[src/rtl/i2c_master_driver_pkg.sv]
// Shared types for the I2C master transaction sequencer: phy command codes,
// sequencer/issuer state encodings, the latched host request and byte helpers.
package i2c_master_pkg;

    localparam int unsigned DEV_W  = 7;
    localparam int unsigned BYTE_W = 8;
    localparam int unsigned CMD_W  = 3;

    localparam logic [BYTE_W-1:0] ZERO8    = 8'h00;
    localparam logic              RW_WRITE = 1'b0;
    localparam logic              RW_READ  = 1'b1;

    typedef enum logic [CMD_W-1:0] {
        CMD_START     = 3'd0,
        CMD_WRITE     = 3'd1,
        CMD_READ_NACK = 3'd2,
        CMD_STOP      = 3'd3,
        CMD_RESTART   = 3'd4
    } phy_cmd_e;

    typedef enum logic [3:0] {
        IDLE    = 4'd0,
        START   = 4'd1,
        ADDR_W  = 4'd2,
        REG     = 4'd3,
        WDATA   = 4'd4,
        RESTART = 4'd5,
        ADDR_R  = 4'd6,
        RDATA   = 4'd7,
        STOP    = 4'd8,
        DONE    = 4'd9
    } state_e;

    typedef enum logic [1:0] {
        ISS_IDLE = 2'd0,
        ISS_REQ  = 2'd1,
        ISS_WAIT = 2'd2
    } iss_state_e;

    typedef struct packed {
        logic              rw;
        logic [DEV_W-1:0]  addr;
        logic [BYTE_W-1:0] reg_addr;
        logic [BYTE_W-1:0] wr_data;
    } req_t;

    // Address byte on the wire: 7-bit address followed by the R/W bit.
    function automatic logic [BYTE_W-1:0] addr_byte(input logic [DEV_W-1:0] addr,
                                                    input logic rw);
        return {addr, rw};
    endfunction

endpackage

[src/rtl/i2c_master_driver_if.sv]
// Command/response link between the transaction sequencer and the byte engine.
interface i2c_master_driver_if;
    import i2c_master_pkg::*;

    logic [CMD_W-1:0]  phy_cmd;
    logic [BYTE_W-1:0] phy_txd;
    logic              phy_valid;
    logic              phy_ready;
    logic              phy_done;
    logic              phy_ack;
    logic [BYTE_W-1:0] phy_rxd;

    modport master (
        output phy_cmd, phy_txd, phy_valid,
        input  phy_ready, phy_done, phy_ack, phy_rxd
    );

    modport slave (
        input  phy_cmd, phy_txd, phy_valid,
        output phy_ready, phy_done, phy_ack, phy_rxd
    );

endinterface

[src/rtl/i2c_master_driver_cmd_issuer.sv]
// Issues one byte-engine command: holds valid until ready, waits for done,
// and bounds the whole exchange with a timeout counter.
module i2c_cmd_issuer
    import i2c_master_pkg::*;
#(
    parameter int unsigned TIMEOUT_CYCLES = 1024,
    parameter int unsigned CNT_W          = 11
) (
    input  logic                clk,
    input  logic                reset,
    input  logic                start,
    input  logic [CMD_W-1:0]    cmd,
    input  logic [BYTE_W-1:0]   txd,
    output logic                active_c,
    output logic                fin_c,
    output logic                tmo_c,
    i2c_master_driver_if.master phy
);

    iss_state_e       ist;
    iss_state_e       ist_nxt;
    logic [CNT_W-1:0] cnt;
    logic             tmo_hit;

    assign tmo_hit  = (cnt == CNT_W'(TIMEOUT_CYCLES));
    assign active_c = (ist != ISS_IDLE);

    always_ff @(posedge clk) begin
        if (!reset) ist <= ISS_IDLE;
        else        ist <= ist_nxt;
    end

    // A done in the transfer cycle finishes the command directly.
    always_comb begin
        ist_nxt = ist;
        fin_c   = 1'b0;
        tmo_c   = 1'b0;
        case (ist)
            ISS_IDLE: begin
                if (start) ist_nxt = ISS_REQ;
            end
            ISS_REQ: begin
                if (phy.phy_ready && phy.phy_done) begin
                    fin_c   = 1'b1;
                    ist_nxt = ISS_IDLE;
                end else if (tmo_hit) begin
                    tmo_c   = 1'b1;
                    ist_nxt = ISS_IDLE;
                end else if (phy.phy_ready) begin
                    ist_nxt = ISS_WAIT;
                end
            end
            ISS_WAIT: begin
                if (phy.phy_done) begin
                    fin_c   = 1'b1;
                    ist_nxt = ISS_IDLE;
                end else if (tmo_hit) begin
                    tmo_c   = 1'b1;
                    ist_nxt = ISS_IDLE;
                end
            end
            default: ist_nxt = ISS_IDLE;
        endcase
    end

    always_ff @(posedge clk) begin
        if (!reset) begin
            phy.phy_valid <= 1'b0;
            phy.phy_cmd   <= CMD_STOP;
            phy.phy_txd   <= ZERO8;
            cnt           <= '0;
        end else begin
            phy.phy_valid <= (ist_nxt == ISS_REQ);
            if (ist == ISS_IDLE && start) begin
                phy.phy_cmd <= cmd;
                phy.phy_txd <= txd;
                cnt         <= '0;
            end else if (ist != ISS_IDLE && !tmo_hit) begin
                cnt <= cnt + CNT_W'(1);
            end
        end
    end

endmodule

[src/rtl/i2c_master_driver.sv]
// I2C master transaction sequencer: turns one host register write/read into the
// START/address/register/data/STOP command stream. Optional address-NACK retry
// is enabled with `define I2C_MASTER_DRIVER_RETRY_EN.
module i2c_master_driver
    import i2c_master_pkg::*;
#(
    parameter logic [DEV_W-1:0] DEV_ADDR       = 7'h3C,
    parameter int unsigned      TIMEOUT_CYCLES = 1024,
    parameter int unsigned      CNT_W          = 11,
    parameter int unsigned      RETRIES        = 2
) (
    input  logic                clk,
    input  logic                reset,
    input  logic                go,
    input  logic                rw,
    input  logic                dev_addr_sel,
    input  logic [DEV_W-1:0]    dev_addr,
    input  logic [BYTE_W-1:0]   reg_addr,
    input  logic [BYTE_W-1:0]   wr_data,
    output logic                busy,
    output logic                done,
    output logic [BYTE_W-1:0]   rd_data,
    output logic                nack_err,
    output logic                timeout_err,
    i2c_master_driver_if.master phy
);

    // Marker block that only elaborates for unsupported parameter sets.
    if (RETRIES > 3 || CNT_W > 31 || (TIMEOUT_CYCLES >> CNT_W) != 0) begin : g_cfg_invalid
    end

    state_e              state;
    state_e              state_nxt;
    req_t                req;
    logic                start_c;
    logic                cmd_state_c;
    logic                wr_state_c;
    logic [CMD_W-1:0]    cmd_c;
    logic [BYTE_W-1:0]   txd_c;
    logic                active_c;
    logic                fin_c;
    logic                tmo_c;
    logic                retry_now_c;
    logic                retry_pend;

    i2c_cmd_issuer #(
        .TIMEOUT_CYCLES (TIMEOUT_CYCLES),
        .CNT_W          (CNT_W)
    ) u_issuer (
        .clk      (clk),
        .reset    (reset),
        .start    (start_c),
        .cmd      (cmd_c),
        .txd      (txd_c),
        .active_c (active_c),
        .fin_c    (fin_c),
        .tmo_c    (tmo_c),
        .phy      (phy)
    );

    assign wr_state_c = (state inside {ADDR_W, REG, WDATA, ADDR_R});

`ifdef I2C_MASTER_DRIVER_RETRY_EN
    logic [1:0] retry_cnt;

    assign retry_now_c = (state == ADDR_W) && fin_c && phy.phy_ack
                         && (retry_cnt < 2'(RETRIES));

    // A NACKed first address byte re-runs the sequence after its STOP.
    always_ff @(posedge clk) begin
        if (!reset) begin
            retry_cnt  <= 2'd0;
            retry_pend <= 1'b0;
        end else if (state == IDLE && go) begin
            retry_cnt  <= 2'd0;
            retry_pend <= 1'b0;
        end else if (retry_now_c) begin
            retry_cnt  <= retry_cnt + 2'd1;
            retry_pend <= 1'b1;
        end else if (state == STOP && (fin_c || tmo_c)) begin
            retry_pend <= 1'b0;
        end
    end
`else
    assign retry_now_c = 1'b0;
    assign retry_pend  = 1'b0;
`endif

    always_ff @(posedge clk) begin
        if (!reset) state <= IDLE;
        else        state <= state_nxt;
    end

    always_comb begin
        state_nxt   = state;
        start_c     = 1'b0;
        cmd_state_c = 1'b1;
        cmd_c       = CMD_STOP;
        txd_c       = ZERO8;
        case (state)
            IDLE: begin
                cmd_state_c = 1'b0;
                if (go) state_nxt = START;
            end
            START: begin
                cmd_c = CMD_START;
                if (fin_c) state_nxt = ADDR_W;
            end
            ADDR_W: begin
                cmd_c = CMD_WRITE;
                txd_c = addr_byte(req.addr, RW_WRITE);
                if (fin_c) state_nxt = phy.phy_ack ? STOP : REG;
            end
            REG: begin
                cmd_c = CMD_WRITE;
                txd_c = req.reg_addr;
                if (fin_c) begin
                    if (phy.phy_ack)            state_nxt = STOP;
                    else if (req.rw == RW_READ) state_nxt = RESTART;
                    else                        state_nxt = WDATA;
                end
            end
            WDATA: begin
                cmd_c = CMD_WRITE;
                txd_c = req.wr_data;
                if (fin_c) state_nxt = STOP;
            end
            RESTART: begin
                cmd_c = CMD_RESTART;
                if (fin_c) state_nxt = ADDR_R;
            end
            ADDR_R: begin
                cmd_c = CMD_WRITE;
                txd_c = addr_byte(req.addr, RW_READ);
                if (fin_c) state_nxt = phy.phy_ack ? STOP : RDATA;
            end
            RDATA: begin
                cmd_c = CMD_READ_NACK;
                if (fin_c) state_nxt = STOP;
            end
            STOP: begin
                cmd_c = CMD_STOP;
                if (fin_c)      state_nxt = retry_pend ? START : DONE;
                else if (tmo_c) state_nxt = DONE;
            end
            DONE: begin
                cmd_state_c = 1'b0;
                state_nxt   = IDLE;
            end
            default: begin
                cmd_state_c = 1'b0;
                state_nxt   = IDLE;
            end
        endcase
        if (tmo_c && state != STOP) state_nxt = STOP;
        start_c = cmd_state_c && !active_c;
    end

    // Host-facing status and the request latched at go.
    always_ff @(posedge clk) begin
        if (!reset) begin
            busy        <= 1'b0;
            done        <= 1'b0;
            rd_data     <= ZERO8;
            nack_err    <= 1'b0;
            timeout_err <= 1'b0;
            req         <= '0;
        end else begin
            done <= 1'b0;
            if (state == IDLE && go) begin
                req         <= '{rw:       rw,
                                 addr:     dev_addr_sel ? dev_addr : DEV_ADDR,
                                 reg_addr: reg_addr,
                                 wr_data:  wr_data};
                nack_err    <= 1'b0;
                timeout_err <= 1'b0;
                busy        <= 1'b1;
            end
            if (tmo_c) timeout_err <= 1'b1;
            if (fin_c && wr_state_c && phy.phy_ack && !retry_now_c) nack_err <= 1'b1;
            if (fin_c && state == RDATA) rd_data <= phy.phy_rxd;
            if (state == DONE) begin
                done <= 1'b1;
                busy <= 1'b0;
            end
        end
    end

endmodule
[src/flat_wrapper.sv]
// flat-port wrapper written by rule: the top's interface ports become plain ports
module i2c_master_driver_flat import i2c_master_pkg::*;
#(
    parameter logic [DEV_W-1:0] DEV_ADDR       = 7'h3C,
    parameter int unsigned      TIMEOUT_CYCLES = 1024,
    parameter int unsigned      CNT_W          = 11,
    parameter int unsigned      RETRIES        = 2
)
  (clk, reset, go, rw, dev_addr_sel, dev_addr, reg_addr, wr_data, busy, done, rd_data, nack_err, timeout_err, phy_phy_cmd, phy_phy_txd, phy_phy_valid, phy_phy_ready, phy_phy_done, phy_phy_ack, phy_phy_rxd);
  i2c_master_driver_if phy_i ();
  input  logic clk;
  input  logic reset;
  input  logic go;
  input  logic rw;
  input  logic dev_addr_sel;
  input  logic [DEV_W-1:0] dev_addr;
  input  logic [BYTE_W-1:0] reg_addr;
  input  logic [BYTE_W-1:0] wr_data;
  output logic busy;
  output logic done;
  output logic [BYTE_W-1:0] rd_data;
  output logic nack_err;
  output logic timeout_err;
  output wire logic [$bits(phy_i.phy_cmd)-1:0] phy_phy_cmd;
  output wire logic [$bits(phy_i.phy_txd)-1:0] phy_phy_txd;
  output wire logic [$bits(phy_i.phy_valid)-1:0] phy_phy_valid;
  input wire logic [$bits(phy_i.phy_ready)-1:0] phy_phy_ready;
  input wire logic [$bits(phy_i.phy_done)-1:0] phy_phy_done;
  input wire logic [$bits(phy_i.phy_ack)-1:0] phy_phy_ack;
  input wire logic [$bits(phy_i.phy_rxd)-1:0] phy_phy_rxd;
  assign phy_phy_cmd = phy_i.phy_cmd;
  assign phy_phy_txd = phy_i.phy_txd;
  assign phy_phy_valid = phy_i.phy_valid;
  assign phy_i.phy_ready = phy_phy_ready;
  assign phy_i.phy_done = phy_phy_done;
  assign phy_i.phy_ack = phy_phy_ack;
  assign phy_i.phy_rxd = phy_phy_rxd;
  i2c_master_driver #(.DEV_ADDR(DEV_ADDR), .TIMEOUT_CYCLES(TIMEOUT_CYCLES), .CNT_W(CNT_W), .RETRIES(RETRIES)) u_core (.clk(clk), .reset(reset), .go(go), .rw(rw), .dev_addr_sel(dev_addr_sel), .dev_addr(dev_addr), .reg_addr(reg_addr), .wr_data(wr_data), .busy(busy), .done(done), .rd_data(rd_data), .nack_err(nack_err), .timeout_err(timeout_err), .phy(phy_i));
endmodule
[config.mk]
export PLATFORM = sky130hd
export DESIGN_NAME = i2c_master_driver_flat
export DESIGN_NICKNAME = d
export VERILOG_FILES = /design/src/rtl/i2c_master_driver_pkg.sv /design/src/rtl/i2c_master_driver_if.sv /design/src/rtl/i2c_master_driver_cmd_issuer.sv /design/src/rtl/i2c_master_driver.sv /design/src/flat_wrapper.sv
export SDC_FILE = /design/constraint.sdc
export NUM_CORES = 1
export LEC_CHECK = 0
export ABC_CLOCK_PERIOD_IN_PS = 2200
export CORE_AREA = 2 2 116 118
export DETAILED_ROUTE_END_ITERATION = 12
export DIE_AREA = 0 0 118 120
export GPL_TIMING_DRIVEN = 0
export PLACE_DENSITY_LB_ADDON = 0.05
export SKIP_LAST_GASP = 1
export SLEW_MARGIN = 20
export SYNTH_ARGS = -nofsm -noshare
export SYNTH_HDL_FRONTEND = slang
export SYNTH_HIERARCHICAL = 1
export SYNTH_SLANG_ARGS = --single-unit
[constraint.sdc]
create_clock -name clk -period 2.2 [get_ports clk]
set_input_delay 0.44 -clock clk [delete_from_list [all_inputs] [get_ports clk]]
set_output_delay 0.44 -clock clk [all_outputs]
set_load 0.01 [all_outputs]
# Word level (Yosys, flattened, before mapping)
# Index checks and enable logic that the tools add are counted.
op_classes:
  reduce_logical: 25
  add_sub_neg: 1
  mux: 37
  eq_ne: 30
  bitwise: 1
op_table:
  columns: ["cell", "count"]
  rows:
  - ["4-bit 2-to-1 mux", 13]
  - ["4-bit one-hot mux with 8 select lines", 1]
  - ["8-bit one-hot mux with 4 select lines", 1]
  - ["4-bit by 3-bit equality test with 1-bit output, second input constant", 4]
  - ["8-bit AND reduction", 2]
  - ["2-bit 2-to-1 mux", 6]
  - ["2-bit by 1-bit != test with 1-bit output, second input constant", 6]
  - ["3-bit by 1-bit != test with 1-bit output, second input constant", 4]
  - ["3-bit by 2-bit != test with 1-bit output, second input constant", 4]
  - ["3-bit one-hot mux with 4 select lines", 1]
  - ["11-bit by 1-bit adder with 11-bit output, second input constant", 1]
  - ["11-bit equality test, second input constant", 1]
  - ["1-bit 2-to-1 mux", 11]
  - ["1-bit logical AND", 9]
  - ["4-bit by 2-bit equality test with 1-bit output, second input constant", 2]
  - ["4-bit equality test, second input constant", 2]
  - ["2-bit OR reduction", 4]
  - ["8-bit OR reduction", 1]
  - ["7-bit 2-to-1 mux", 1]
  - ["2-bit one-hot mux with 3 select lines", 1]
  - ["2-bit nonzero test", 3]
  - ["2-bit by 1-bit equality test with 1-bit output, second input constant", 2]
  - ["4-bit by 1-bit equality test with 1-bit output, second input constant", 1]
  - ["4-bit zero test", 1]
  - ["other kinds (10)", 12]
word_totals:
  input_bits: 39
  output_inout_bits: 24
  register_bits: 65
  elab_cells: 110

# Longest topological paths before layout
# Gate-level depths: netlist (run 1).
depth:
  depth_word: 8
  depth_mapped: 10
  mapped_depth_nobuf: 9

# Hierarchy
# Netlist (run 1), hierarchy kept.
modules_own_cells:
  columns: ["mod", "cells_per_inst", "instances", "seq_area_each_um2", "area_each_um2"]
  rows:
  - ["i2c_master_driver", 232, 1, 800.8, 1854.3]
  - ["i2c_cmd_issuer", 139, 1, 500.5, 1189.9]

# Worst setup path before layout (run 1)
# No wires, ideal clock.
synth_timing:
  path_type: "reg-to-reg"
  startpoint: "reg u_core.u_issuer.ist[0]"
  endpoint: "reg u_core.state[0]"
  t_arrival_ns: 1.971
  path_stages_with_launch: 10
  period_less_slack_ns: 2.056
  setup_time_ns: 0.086
  t_required_ns: 2.114
  setup_slack_ns: 0.144
  cell_sequence: "dfxtp_1 -> inv_1 -> ha_1 -> and2b_2 -> o31ai_1 -> nor2_1 -> o41ai_1 -> a21boi_0 -> nand2_1 -> a211oi_1"
synth_between:
  elab_chain_len: 4
synth_rtl:
  columns: ["item", "line", "rtl"]
  rows:
  - ["from (decl)", "i2c_master_driver_cmd_issuer.sv:20", "iss_state_e ist;"]
  - ["from (signal assigned)", "i2c_master_driver_cmd_issuer.sv:30", "else ist <= ist_nxt;"]
  - ["2-bit equality test or 2-bit by 1-bit equality test with 1-bit output (tied branches)", "i2c_master_driver_cmd_issuer.sv:38", "case (ist)"]
  - ["1-bit one-hot mux with 2 select lines (*)", "i2c_master_driver_cmd_issuer.sv:38", null]
  - ["via u_core.tmo_c", "i2c_master_driver.sv:42", "logic tmo_c;"]
  - ["3-bit by 1-bit != test with 1-bit output (no line) or 1-bit logical AND (tied branches)", null, null]
  - ["8-bit AND reduction (no line) or 2-bit OR reduction (tied branches)", null, null]
  - ["to (signal assigned)", "i2c_master_driver.sv:91", "else state <= state_nxt;"]
  - ["to (decl)", "i2c_master_driver.sv:32", "state_e state;"]
# Mark *: on every way through the listed nets, which the timed path passes. The rest lies on a longest branch.
# A chain may end at the register's enable or synchronous reset.

# Worst setup path after layout (run 1)
layout_timing:
  startpoint: "reg u_core.u_issuer.ist[1]"
  endpoint: "reg u_core.state[0]"
# Same word-level chain as after synthesis.

==> results of run 1 <==
worst min-delay path by stage:
stage / cells past startpoint / endpoint / startpoint
after detailed placement: 2 / u_core/req[2] / u_core/req[2]
final: 2 / u_core/req[2] / u_core/req[2]
after global placement: 2 / u_core/req[17] / u_core/req[17]
after CTS: 2 / u_core/req[2] / u_core/req[2]
after global routing: 2 / u_core/req[6] / u_core/req[6]
after floorplan: 2 / u_core/req[23] / u_core/req[23]
cell families after synthesis:
| group | after synthesis | share of synthesized area, % |
|---|---|---|
| AO/OA/AOI/OAI | 70 | 15.17 |
| XOR/XNOR | 8 | 2.302 |
| adder cells (fa/ha/maj) | 6 | 2.466 |
| buffers and inverters | 29 | 4.562 |
| flip-flops | 65 | 42.75 |
| multiplexers | 9 | 2.959 |
| AND/OR/NAND/NOR | 184 | 29.80 |
cells in the final DEF, fill, tap and decap left out, drive strengths merged, types with 2 or more instances in the layout:
cell / count
o21ai: 8
and2b: 2
clkinv: 2
a211oi: 3
clkinvlp: 3
a22oi: 7
nand4: 4
and3: 3
a21boi: 12
nand2b: 7
dfxtp: 65
nor2b: 7
xor2: 5
nand2: 87
nor4: 2
nand3: 9
buf: 10
xnor2: 3
clkbuf: 22
ha: 6
nand4b: 2
mux2i: 9
clkdlybuf4s50: 61
or3: 4
nor2: 33
inv: 10
nor3: 15
nor3b: 6
a21oi: 30
state kept, by name, indices dropped and copies added (netlist names):
| register | count |
|---|---|
| u_core/busy | 1 |
| u_core/done | 1 |
| u_core/nack_err | 1 |
| u_core/rd_data | 8 |
| u_core/req | 24 |
| u_core/state | 4 |
| u_core/timeout_err | 1 |
| u_core/u_issuer/cnt | 11 |
| u_core/u_issuer/ist | 2 |
| u_core/u_issuer/phy.phy_cmd | 3 |
| u_core/u_issuer/phy.phy_txd | 8 |
| u_core/u_issuer/phy.phy_valid | 1 |
metal layers:
metal	track usage, %	up-vias
met2	19.30	61
met1	16.35	1244
met5	0	-
met4	4.292	0
li1	-	1412
met3	4.658	13
final cells by class:
cell class | count | area (um2) | share of cell area (%)
Timing Repair Buffer | 65 | 649.4 | 15.10
Buffer | 17 | 106.4 | 2.474
Inverter | 11 | 41.29 | 0.9604
Clock buffer | 12 | 256.5 | 5.966
Clock inverter | 4 | 27.53 | 0.6403
Sequential cell | 65 | 1306 | 30.38
Tap cell | 176 | 220.2 | 5.122
Multi-Input combinational cell | 277 | 1692 | 39.35
power by group:
| part | total [mW] | internal [mW] | switching [mW] |
|---|---|---|---|
| Combinational | 0.778 | 0.344 | 0.434 |
| Clock | 1.36 | 0.822 | 0.538 |
| Sequential | 1.33 | 1.27 | 0.0613 |
worst min-delay path, cell delays in order (launching register included):
cell     delay, ns
dfxtp_1       0.30
nand2_1       0.05
a21oi_1       0.05
what timing repair did:
action | 4_1_cts | 5_1_grt
endpoints found under the setup margin | 31 | 34
setup buffers | 0 | 3
hold buffers | 0 | 0
gates resized for setup | 4 | 30
pin swaps | 0 | 6
==> insert_results.sql, run 1 <==
INSERT INTO impl_metrics (metric_group, metric, value, unit) VALUES
('timing', 'timing.hold.ws', '0.4520', 'ns'),
('yosys', 'syn-cell-area', '0.003044', 'mm2'),
('clock_tree', 'cts-htree-levels', '3', ''),
('yosys', 'postSynthCellCount', '371', ''),
('setup_path', 'critical_path.cell_chain', 'inv_2, ha_4, and2b_2, o31ai_4, nor2_4, o41ai_2, a21boi_2, nand2_1, a211oi_2', ''),
('detailed_routing', 'final_antenna_net_count', '0', ''),
('power', 'power_density', '807.4', 'mW/mm2'),
('timing', 'worst_slew_margin_rel', '40.74', '%'),
('setup_path', 'worst_r2r_path_depth', '9', ''),
('yosys', 'synth_most_common_cell', 'nand2_1', ''),
('detailed_routing', 'detailroute.wirelength.met3', '464', 'um'),
('clock_tree', 'cts_buffers', '9', ''),
('timing', 'setup_viol', '0', ''),
('clock_tree', 'cts_root_buf', 'clkbuf_16', ''),
('global_routing', 'grt_remaining_overflow', '0', ''),
('detailed_routing', 'detailroute.via_count', '2730', ''),
('floorplanning', 'fp.dieArea', '0.01416', 'mm2'),
('detailed_routing', 'dr.first_iter.drc_count', '127', ''),
('setup_path', 'timing.critical_path.from_type', 'register', ''),
('yosys', 'yosys.cell_types.count', '49', ''),
('power', 'worst_ir_drop_vdd', '380.5', 'uV'),
('detailed_routing', 'wl_per_cell', '13.66', 'um'),
('setup_path', 'regToRegEndpoint', 'u_core/state[0]', ''),
('clock_tree', 'tritoncts_clock_tree', 'built', ''),
('timing', 'clock.fmax', '476.1', 'MHz'),
('final_layout', 'final_cell_count_no_fill', '627', ''),
('clock_tree', 'clk_path_buf_depth', '2', ''),
('global_routing', 'grt_start_max_net_pins', '12', ''),
('floorplanning', 'core_region_area', '0.01298', 'mm2'),
('setup_path', 'worstPathArrival', '2.35', 'ns'),
('yosys', 'asyncSetResetFlopFracSynth', '0', '%'),
('yosys', 'synthDominantCellAreaShare', '42.75', '%'),
('timing', 'final_max_slew_viol_count', '0', ''),
('final_layout', 'layout-drive-gt1-share', '12.86', '%'),
('clock_tree', 'cts_num_sinks', '65', ''),
('clock_tree', 'clock_insertion_delay_worst_skew', '0.34', 'ns'),
('floorplanning', 'start_util', '23.45', '%'),
('setup_path', 'end_kind', 'register', ''),
('yosys', 'postSynthAreaPerCell', '8.205', 'um2'),
('timing', 'period_minus_slack', '2.100', 'ns'),
('setup_path', 'critPathKind', 'reg -> reg', ''),
('final_layout', 'fin_nets', '491', ''),
('setup_path', 'timing.critical_path.slowest_cell_delay', '0.36', 'ns'),
('setup_path', 'category_of_cells_accounting_for_the_largest_share_of_critical_path_delay', 'compound AO/OA/AOI/OAI gates', ''),
('setup_path', 'cp-endpoint', 'u_core/state[0]', ''),
('detailed_routing', 'routed-wl-met2', '3.871', 'mm'),
('setup_path', 'setup.reg_to_reg.worst_slack', '0.1', 'ns'),
('detailed_routing', 'viasPerCell', '4.354', ''),
('run', 'drv.max_cap_violation_count', '0', ''),
('setup_path', 'crit_start', 'u_core/u_issuer/ist[1]', ''),
('detailed_routing', 'drt-met1-wl', '4.093', 'mm'),
('placement', 'dp_hpwl', '6.175', 'mm'),
('setup_path', 'worst-path-stages', '9', ''),
('final_layout', 'area_delta_synth_final', '41.22', '%'),
('placement', 'place_congestion', '0.7404', ''),
('global_routing', 'grt_antenna_before_repair', '0', ''),
('placement', 'placed_area', '0.003885', 'mm2'),
('final_layout', 'final_design_area_no_fill', '0.004299', 'mm2'),
('clock_tree', 'clkSlewWorstSetupHoldPaths', '0.06', 'ns'),
('floorplanning', 'top_level_ports', '63', ''),
('setup_path', 'crit-reg2reg-launch', 'u_core/u_issuer/ist[1]', ''),
('detailed_routing', 'highest_metal_layer_with_signal_wires', 'met4', ''),
('yosys', 'number_of_synthesized_flops_with_an_enable_pin', '0', ''),
('setup_path', 'cp_data_required_time', '2.45', 'ns'),
('placement', 'post-place-ws', '-0.5311', 'ns'),
('status', 'outcome', 'completed', ''),
('yosys', 'yosys-top-cells-count', 'nand2_1, dfxtp_1, nor2_1', ''),
('yosys', 'yosys_warnings', '6', ''),
('final_layout', 'num-fill-cells', '1425', ''),
('timing', 'grt_setup_unrepaired', 'true', ''),
('final_layout', 'antenna_cells_inserted', '0', '');
(Power assumes the default switching activity.)
==> inputs of run 2 (changes only) <==
--- a/config.mk
+++ b/config.mk
@@ -6,6 +6,8 @@
 export NUM_CORES = 1
 export LEC_CHECK = 0
 export ABC_CLOCK_PERIOD_IN_PS = 2200
+export CELL_PAD_IN_SITES_DETAIL_PLACEMENT = 1
+export CELL_PAD_IN_SITES_GLOBAL_PLACEMENT = 1
 export CORE_AREA = 2 2 116 118
 export DETAILED_ROUTE_END_ITERATION = 12
 export DIE_AREA = 0 0 118 120
==> insert_results.sql, run 2 (synthesis results as in run 1) <==
INSERT INTO impl_metrics (metric_group, metric, value, unit) VALUES
('status', 'outcome', 'completed', ''),
('final_layout', 'reg_top3', 'u_core/req: 24 flops, u_core/u_issuer/cnt: 11 flops', ''),
('clock_tree', 'tritoncts_clock_tree', 'built', ''),
('clock_tree', 'cts_num_sinks', '65', ''),
('placement', 'post-place-ws', '-0.6060', 'ns'),
('setup_path', 'critPathKind', 'reg -> reg', ''),
('setup_path', 'timing.critical_path.from_type', 'register', ''),
('final_layout', 'largest_register_ff_count', '24', ''),
('power', 'total_power', '3.561', 'mW'),
('power', 'power_switching_share', '29.63', '%'),
('timing', 'skew', '0.006095', 'ns'),
('detailed_routing', 'drtPass1Iterations', '4', ''),
('final_layout', 'most-common-layout-cells', 'nand2_1, clkdlybuf4s50_1, dfxtp_1', ''),
('power', 'power_density', '826.5', 'mW/mm2'),
('placement', 'placed_area', '0.003885', 'mm2'),
('power', 'intPower', '2.506', 'mW'),
('clock_tree', 'cts_buffers', '9', ''),
('global_routing', 'grt_antenna_before_repair', '0', ''),
('detailed_routing', 'viasPerCell', '4.422', ''),
('floorplanning', 'die_height', '120', 'um'),
('detailed_routing', 'dr.first_iter.drc_count', '71', ''),
('detailed_routing', 'final_antenna_net_count', '0', ''),
('power', 'power_frac_comb', '21.9', '%'),
('final_layout', 'antenna_cells_inserted', '0', ''),
('placement', 'dp_hpwl', '6.605', 'mm'),
('timing', 'setup_viol', '0', ''),
('floorplanning', 'start_util', '23.45', '%'),
('timing', 'grt_setup_unrepaired', 'true', ''),
('power', 'leakage_dissipation', '1.642', 'nW'),
('floorplanning', 'chipWidth', '118', 'um'),
('power', 'p_switching', '1.055', 'mW'),
('final_layout', 'layout-drive-gt1-share', '13.11', '%'),
('run', 'drv.max_cap_violation_count', '0', ''),
('detailed_routing', 'detailroute.via_count', '2768', ''),
('detailed_routing', 'drc', '0', ''),
('final_layout', 'final_design_area_no_fill', '0.004309', 'mm2'),
('placement', 'port_buffers', '62', ''),
('floorplanning', 'std_cell_rows', '42', ''),
('power', 'worst_ir_drop_vdd', '552.9', 'uV'),
('timing', 'finalHoldViolCount', '0', ''),
('placement', 'place_congestion', '0.7961', ''),
('global_routing', 'number_of_global_route_vias_before_repair', '2867', ''),
('clock_tree', 'clkSlewWorstSetupHoldPaths', '0.06', 'ns'),
('timing', 'worst_slew_margin_rel', '61.37', '%'),
('power', 'power.share.clock', '40.8', '%'),
('detailed_routing', 'drt-total-wl', '9.111', 'mm'),
('final_layout', 'registers.top_by_ff_count', 'u_core/req', ''),
('setup_path', 'end_kind', 'register', ''),
('timing', 'final_critical_path_setup_slack', '0.07501', 'ns'),
('power', 'sequential_power_share', '37.2', '%'),
('final_layout', 'area_delta_synth_final', '41.55', '%'),
('clock_tree', 'cts_root_buf', 'clkbuf_16', ''),
('final_layout', 'fin_nets', '491', ''),
('timing', 'final_max_slew_viol_count', '0', ''),
('timing', 'clock.fmax', '470.6', 'MHz'),
('final_layout', 'num-fill-cells', '1551', ''),
('global_routing', 'grt_pass1_wl', '15.06', 'mm'),
('timing', 'final.period_utilization', '96.59', '%'),
('timing', 'period_minus_slack', '2.125', 'ns'),
('setup_path', 'cp_max_fo', '4', ''),
('detailed_routing', 'wl_per_cell', '14.55', 'um'),
('global_routing', 'globalRouteTotalUtil', '13.74', '%'),
('clock_tree', 'cts-htree-levels', '3', ''),
('timing', 'worst-slew-pin-transition', '0.5763', 'ns'),
('timing', 'totalNegativeSetupSlack', '0', 'ns'),
('global_routing', 'grt_remaining_overflow', '0', ''),
('final_layout', 'final_common_cell', 'nand2_1', ''),
('setup_path', 'worstPathArrival', '2.38', 'ns'),
('global_routing', 'grt_start_max_net_pins', '12', ''),
('floorplanning', 'fp.dieArea', '0.01416', 'mm2'),
('clock_tree', 'clock_insertion_delay_worst_skew', '0.34', 'ns'),
('setup_path', 'cp_data_required_time', '2.46', 'ns'),
('floorplanning', 'core_region_area', '0.01298', 'mm2'),
('min_path', 'hold_path.class', 'reg -> reg', ''),
('floorplanning', 'top_level_ports', '63', ''),
('clock_tree', 'clk_path_buf_depth', '2', ''),
('final_layout', 'post_route_utilization', '33.20', '%');
==> run 2: power by group through the flow <==
| stage | Combinational, mW | Sequential (mW) | Clock, mW |
|---|---|---|---|
| 6_report | 0.782 | 1.33 | 1.45 |
| 5_1_grt | 0.877 | 1.34 | 1.57 |
| 4_1_cts | 0.756 | 1.32 | 1.52 |
| 3_5_place_dp | 0.739 | 1.35 | 0 |
| 3_3_place_gp | 0.742 | 1.35 | 0 |
| 2_1_floorplan | 0.461 | 1.34 | 0 |
==> run 2: final timing paths <==
kind / from / to / slack, ns / cells after the start
max: u_core/u_issuer/ist[1] / u_core/state[0] / 0.08 / 9
min: u_core/req[1] / u_core/req[1] / 0.46 / 2
max reg2reg: u_core/u_issuer/ist[1] / u_core/state[0] / 0.08 / 9
min reg2reg: u_core/req[1] / u_core/req[1] / 0.46 / 2
==> run 2: final cells by class <==
class | count | area [um2] | share of cell area (%)
clock inverters | 5 | 56.30 | 1.307
repair buffers | 64 | 638.1 | 14.81
clock buffers | 10 | 239.0 | 5.546
inverters | 11 | 41.29 | 0.9582
well taps | 176 | 220.2 | 5.110
flip-flops and latches | 65 | 1306 | 30.31
multi-input cells | 277 | 1697 | 39.37
plain buffers | 18 | 111.4 | 2.584
==> run 2: what timing repair did <==
| item | 4_1_cts | 5_1_grt |
|---|---|---|
| endpoints found under the setup margin | 32 | 32 |
| hold buffers | 0 | 0 |
| pin swaps | 0 | 5 |
| resized for setup | 9 | 25 |
| setup buffers | 0 | 2 |
==> run 2: per-stage QoR <==
stage | hold slack (ns) | cells
after floorplan | 0.4315 | 371
after detailed placement | 0.4499 | 609
final | 0.4553 | 626
after global placement | 0.4439 | 609
after global routing | 0.4766 | 626
after CTS | 0.4578 | 624
==> run 2: critical path, cell delays in order (launching register included) <==
cell	delay (ns)
dfxtp_2	0.34
inv_1	0.07
ha_2	0.18
and2b_2	0.22
o31ai_4	0.26
nor2_4	0.10
o41ai_4	0.35
a21boi_4	0.26
nand2_1	0.08
a211oi_2	0.18
==> run 2: routing by layer <==
| layer | part of all wire, % | GRT usage (%) |
|---|---|---|
| met5 | 0 | 0 |
| met4 | 2.4 | 7.681 |
| met3 | 4.1 | 3.470 |
| met2 | 45 | 20.64 |
| met1 | 49 | 17.95 |
==> inputs of run 3 (changes only) <==
--- a/config.mk
+++ b/config.mk
@@ -9,9 +9,9 @@
 export CELL_PAD_IN_SITES_DETAIL_PLACEMENT = 1
 export CELL_PAD_IN_SITES_GLOBAL_PLACEMENT = 1
 export CORE_AREA = 2 2 116 118
+export CTS_CLUSTER_SIZE = 40
 export DETAILED_ROUTE_END_ITERATION = 12
 export DIE_AREA = 0 0 118 120
-export GPL_TIMING_DRIVEN = 0
 export PLACE_DENSITY_LB_ADDON = 0.05
 export SKIP_LAST_GASP = 1
 export SLEW_MARGIN = 20
==> insert_results.sql, run 3 (synthesis results as in run 1) <==
INSERT INTO impl_metrics (metric_group, metric, value, unit) VALUES
('status', 'outcome', 'completed', ''),
('final_layout', 'layout-drive-gt1-share', '14.35', '%'),
('setup_path', 'critical_path.cell_chain', 'clkdlybuf4s50_1, and2b_2, o31ai_4, nor2_2, o41ai_2, a21boi_2, nand2_1, a211oi_2', ''),
('clock_tree', 'clkSlewWorstSetupHoldPaths', '0.06', 'ns'),
('setup_path', 'end_kind', 'register', ''),
('final_layout', 'final_common_cell', 'nand2_1', ''),
('timing', 'worst_slew_margin_rel', '69.44', '%'),
('placement', 'dp_hpwl', '6.424', 'mm'),
('timing', 'timing.hold.ws', '0.4517', 'ns'),
('clock_tree', 'clk_path_buf_depth', '2', ''),
('floorplanning', 'start_util', '23.45', '%'),
('timing', 'final_critical_path_setup_slack', '0.07170', 'ns'),
('final_layout', 'fin_nets', '500', ''),
('setup_path', 'cp_data_required_time', '2.46', 'ns'),
('global_routing', 'grt_remaining_overflow', '0', ''),
('detailed_routing', 'routed-wl-met2', '3.822', 'mm'),
('setup_path', 'category_of_cells_accounting_for_the_largest_share_of_critical_path_delay', 'compound AO/OA/AOI/OAI gates', ''),
('global_routing', 'number_of_global_route_vias_before_repair', '2827', ''),
('detailed_routing', 'drtPass1Iterations', '4', ''),
('setup_path', 'critPathKind', 'in -> reg', ''),
('final_layout', 'largest_register_ff_count', '24', ''),
('timing', 'totalNegativeSetupSlack', '0', 'ns'),
('detailed_routing', 'detailroute.via_count', '2791', ''),
('detailed_routing', 'drt-met1-wl', '4.402', 'mm'),
('placement', 'place_congestion', '0.7422', ''),
('final_layout', 'antenna_cells_inserted', '0', ''),
('floorplanning', 'chipWidth', '118', 'um'),
('setup_path', 'worstPathArrival', '2.39', 'ns'),
('detailed_routing', 'final_antenna_net_count', '0', ''),
('power', 'power_density', '829.4', 'mW/mm2'),
('clock_tree', 'tritoncts_clock_tree', 'built', ''),
('timing', 'skew', '0.005032', 'ns'),
('timing', 'setup_viol', '0', ''),
('placement', 'placed_area', '0.004055', 'mm2'),
('final_layout', 'area_delta_synth_final', '45.13', '%'),
('power', 'worst_ir_drop_vdd', '286.6', 'uV'),
('final_layout', 'most-common-layout-cells', 'nand2_1, dfxtp_1, clkdlybuf4s50_1', ''),
('floorplanning', 'die_height', '120', 'um'),
('clock_tree', 'cts_buffers', '9', ''),
('clock_tree', 'cts_num_sinks', '65', ''),
('setup_path', 'timing.critical_path.from_type', 'input pin', ''),
('timing', 'finalHoldViolCount', '0', ''),
('timing', 'period_minus_slack', '2.128', 'ns'),
('detailed_routing', 'detailroute.wirelength.met3', '321', 'um'),
('final_layout', 'reg_top3', 'u_core/req: 24 flops, u_core/u_issuer/cnt: 11 flops', ''),
('floorplanning', 'fp.dieArea', '0.01416', 'mm2'),
('timing', 'final.period_utilization', '96.74', '%'),
('clock_tree', 'clock_insertion_delay_worst_skew', '0.34', 'ns'),
('detailed_routing', 'drc', '0', ''),
('floorplanning', 'core_region_area', '0.01298', 'mm2'),
('setup_path', 'cp_max_fo', '3', ''),
('final_layout', 'final_cell_count_no_fill', '636', ''),
('clock_tree', 'cts-htree-levels', '3', ''),
('final_layout', 'registers.top_by_ff_count', 'u_core/req', ''),
('global_routing', 'grt_start_max_net_pins', '35', ''),
('placement', 'post-place-ws', '-0.5279', 'ns'),
('timing', 'grt_setup_unrepaired', 'true', ''),
('placement', 'dpl.cell_count', '620', ''),
('min_path', 'hold_path.class', 'reg -> reg', ''),
('clock_tree', 'cts_root_buf', 'clkbuf_16', ''),
('setup_path', 'timing.critical_path.slowest_stage_cell', 'clkdlybuf4s50_1', ''),
('global_routing', 'grt_pass1_wl', '14.30', 'mm'),
('power', 'leakage_dissipation', '1.694', 'nW'),
('global_routing', 'globalRouteTotalUtil', '13.13', '%'),
('timing', 'worst-slew-pin-transition', '0.4536', 'ns'),
('detailed_routing', 'wl_per_cell', '13.77', 'um'),
('floorplanning', 'std_cell_rows', '42', ''),
('floorplanning', 'top_level_ports', '63', ''),
('detailed_routing', 'dr.first_iter.drc_count', '111', ''),
('detailed_routing', 'highest_metal_layer_with_signal_wires', 'met4', ''),
('run', 'drv.max_cap_violation_count', '0', ''),
('detailed_routing', 'viasPerCell', '4.388', ''),
('global_routing', 'grt_antenna_before_repair', '0', ''),
('timing', 'clock.fmax', '469.9', 'MHz'),
('timing', 'final_max_slew_viol_count', '0', ''),
('clock_tree', 'postCtsSetupRepairBufs', '0', ''),
('final_layout', 'final_design_area_no_fill', '0.004418', 'mm2'),
('detailed_routing', 'drt-total-wl', '8.759', 'mm'),
('setup_path', 'worst-path-buf-inv', '1', ''),
('placement', 'port_buffers', '62', ''),
('setup_path', 'timing.critical_path.slowest_cell_delay', '0.51', 'ns'),
('clock_tree', 'ctsHoldBuffers', '0', '');
==> run 3: cell types whose count changed in the layout (fill, tap and decap cells not counted), sizes merged <==
cell           previous run  this run
buf                       9        29
dlymetal6s2s              1         0
clkinv                    4         3
clkdlybuf4s50            61        62
clkbuf                   21        12
==> run 3: power by group <==
| part | internal, mW | leakage, nW | switching (mW) |
|---|---|---|---|
| clock | 0.939 | 0.149 | 0.539 |
| sequential | 1.27 | 0.530 | 0.0685 |
| combinational | 0.417 | 1.02 | 0.432 |
| total | 2.63 | 1.69 | 1.04 |
==> run 3: final cells by class <==
cell class                      count  area (um2)
Tap cell                          176       220.2
Fill cell                        1554        8562
Clock inverter                      4       51.30
Inverter                           11       41.29
Multi-Input combinational cell    277        1657
Timing Repair Buffer               91       888.4
Clock buffer                       12       256.5
Sequential cell                    65        1304
==> run 3: final timing paths <==
| path | start | slack, ns | endpoint | cells after the start |
|---|---|---|---|---|
| setup / recovery | phy_phy_done | 0.07 | u_core/state[0] | 8 |
| hold / removal | u_core/req[9] | 0.45 | u_core/req[9] | 2 |
| hold reg to reg | u_core/req[9] | 0.45 | u_core/req[9] | 2 |
| setup reg to reg | u_core/u_issuer/ist[0] | 0.10 | u_core/state[0] | 9 |
==> run 3: what timing repair did <==
item / CTS / global route
endpoints found under the setup margin: 4 / 11
pin swaps: 1 / 1
gates resized for setup: 4 / 8
==> run 3: per-layer routing <==
layer  global-route usage (%)  vias to the layer above
li1                         -                     1438
met1                    16.84                     1293
met2                    20.24                       46
met3                    3.089                       14
met4                    7.455                        0
met5                        0                        -
==> run 3: worst register-to-register path, stage by stage (launching register included) <==
cell      delay, ns
dfxtp_2        0.34
inv_1          0.06
ha_1           0.21
and2b_2        0.22
o31ai_4        0.23
nor2_2         0.07
o41ai_2        0.33
a21boi_2       0.28
nand2_1        0.09
a211oi_2       0.18
==> run 3: per-stage QoR <==
| stage | power [mW] | utilization (%) |
|---|---|---|
| final | 3.664 | 34.04 |
| after global routing | 3.877 | 34.04 |
| after CTS | 3.700 | 33.72 |
| after detailed placement | 2.179 | 31.24 |
| after global placement | 2.171 | 31.24 |
| after floorplan | 1.804 | - |
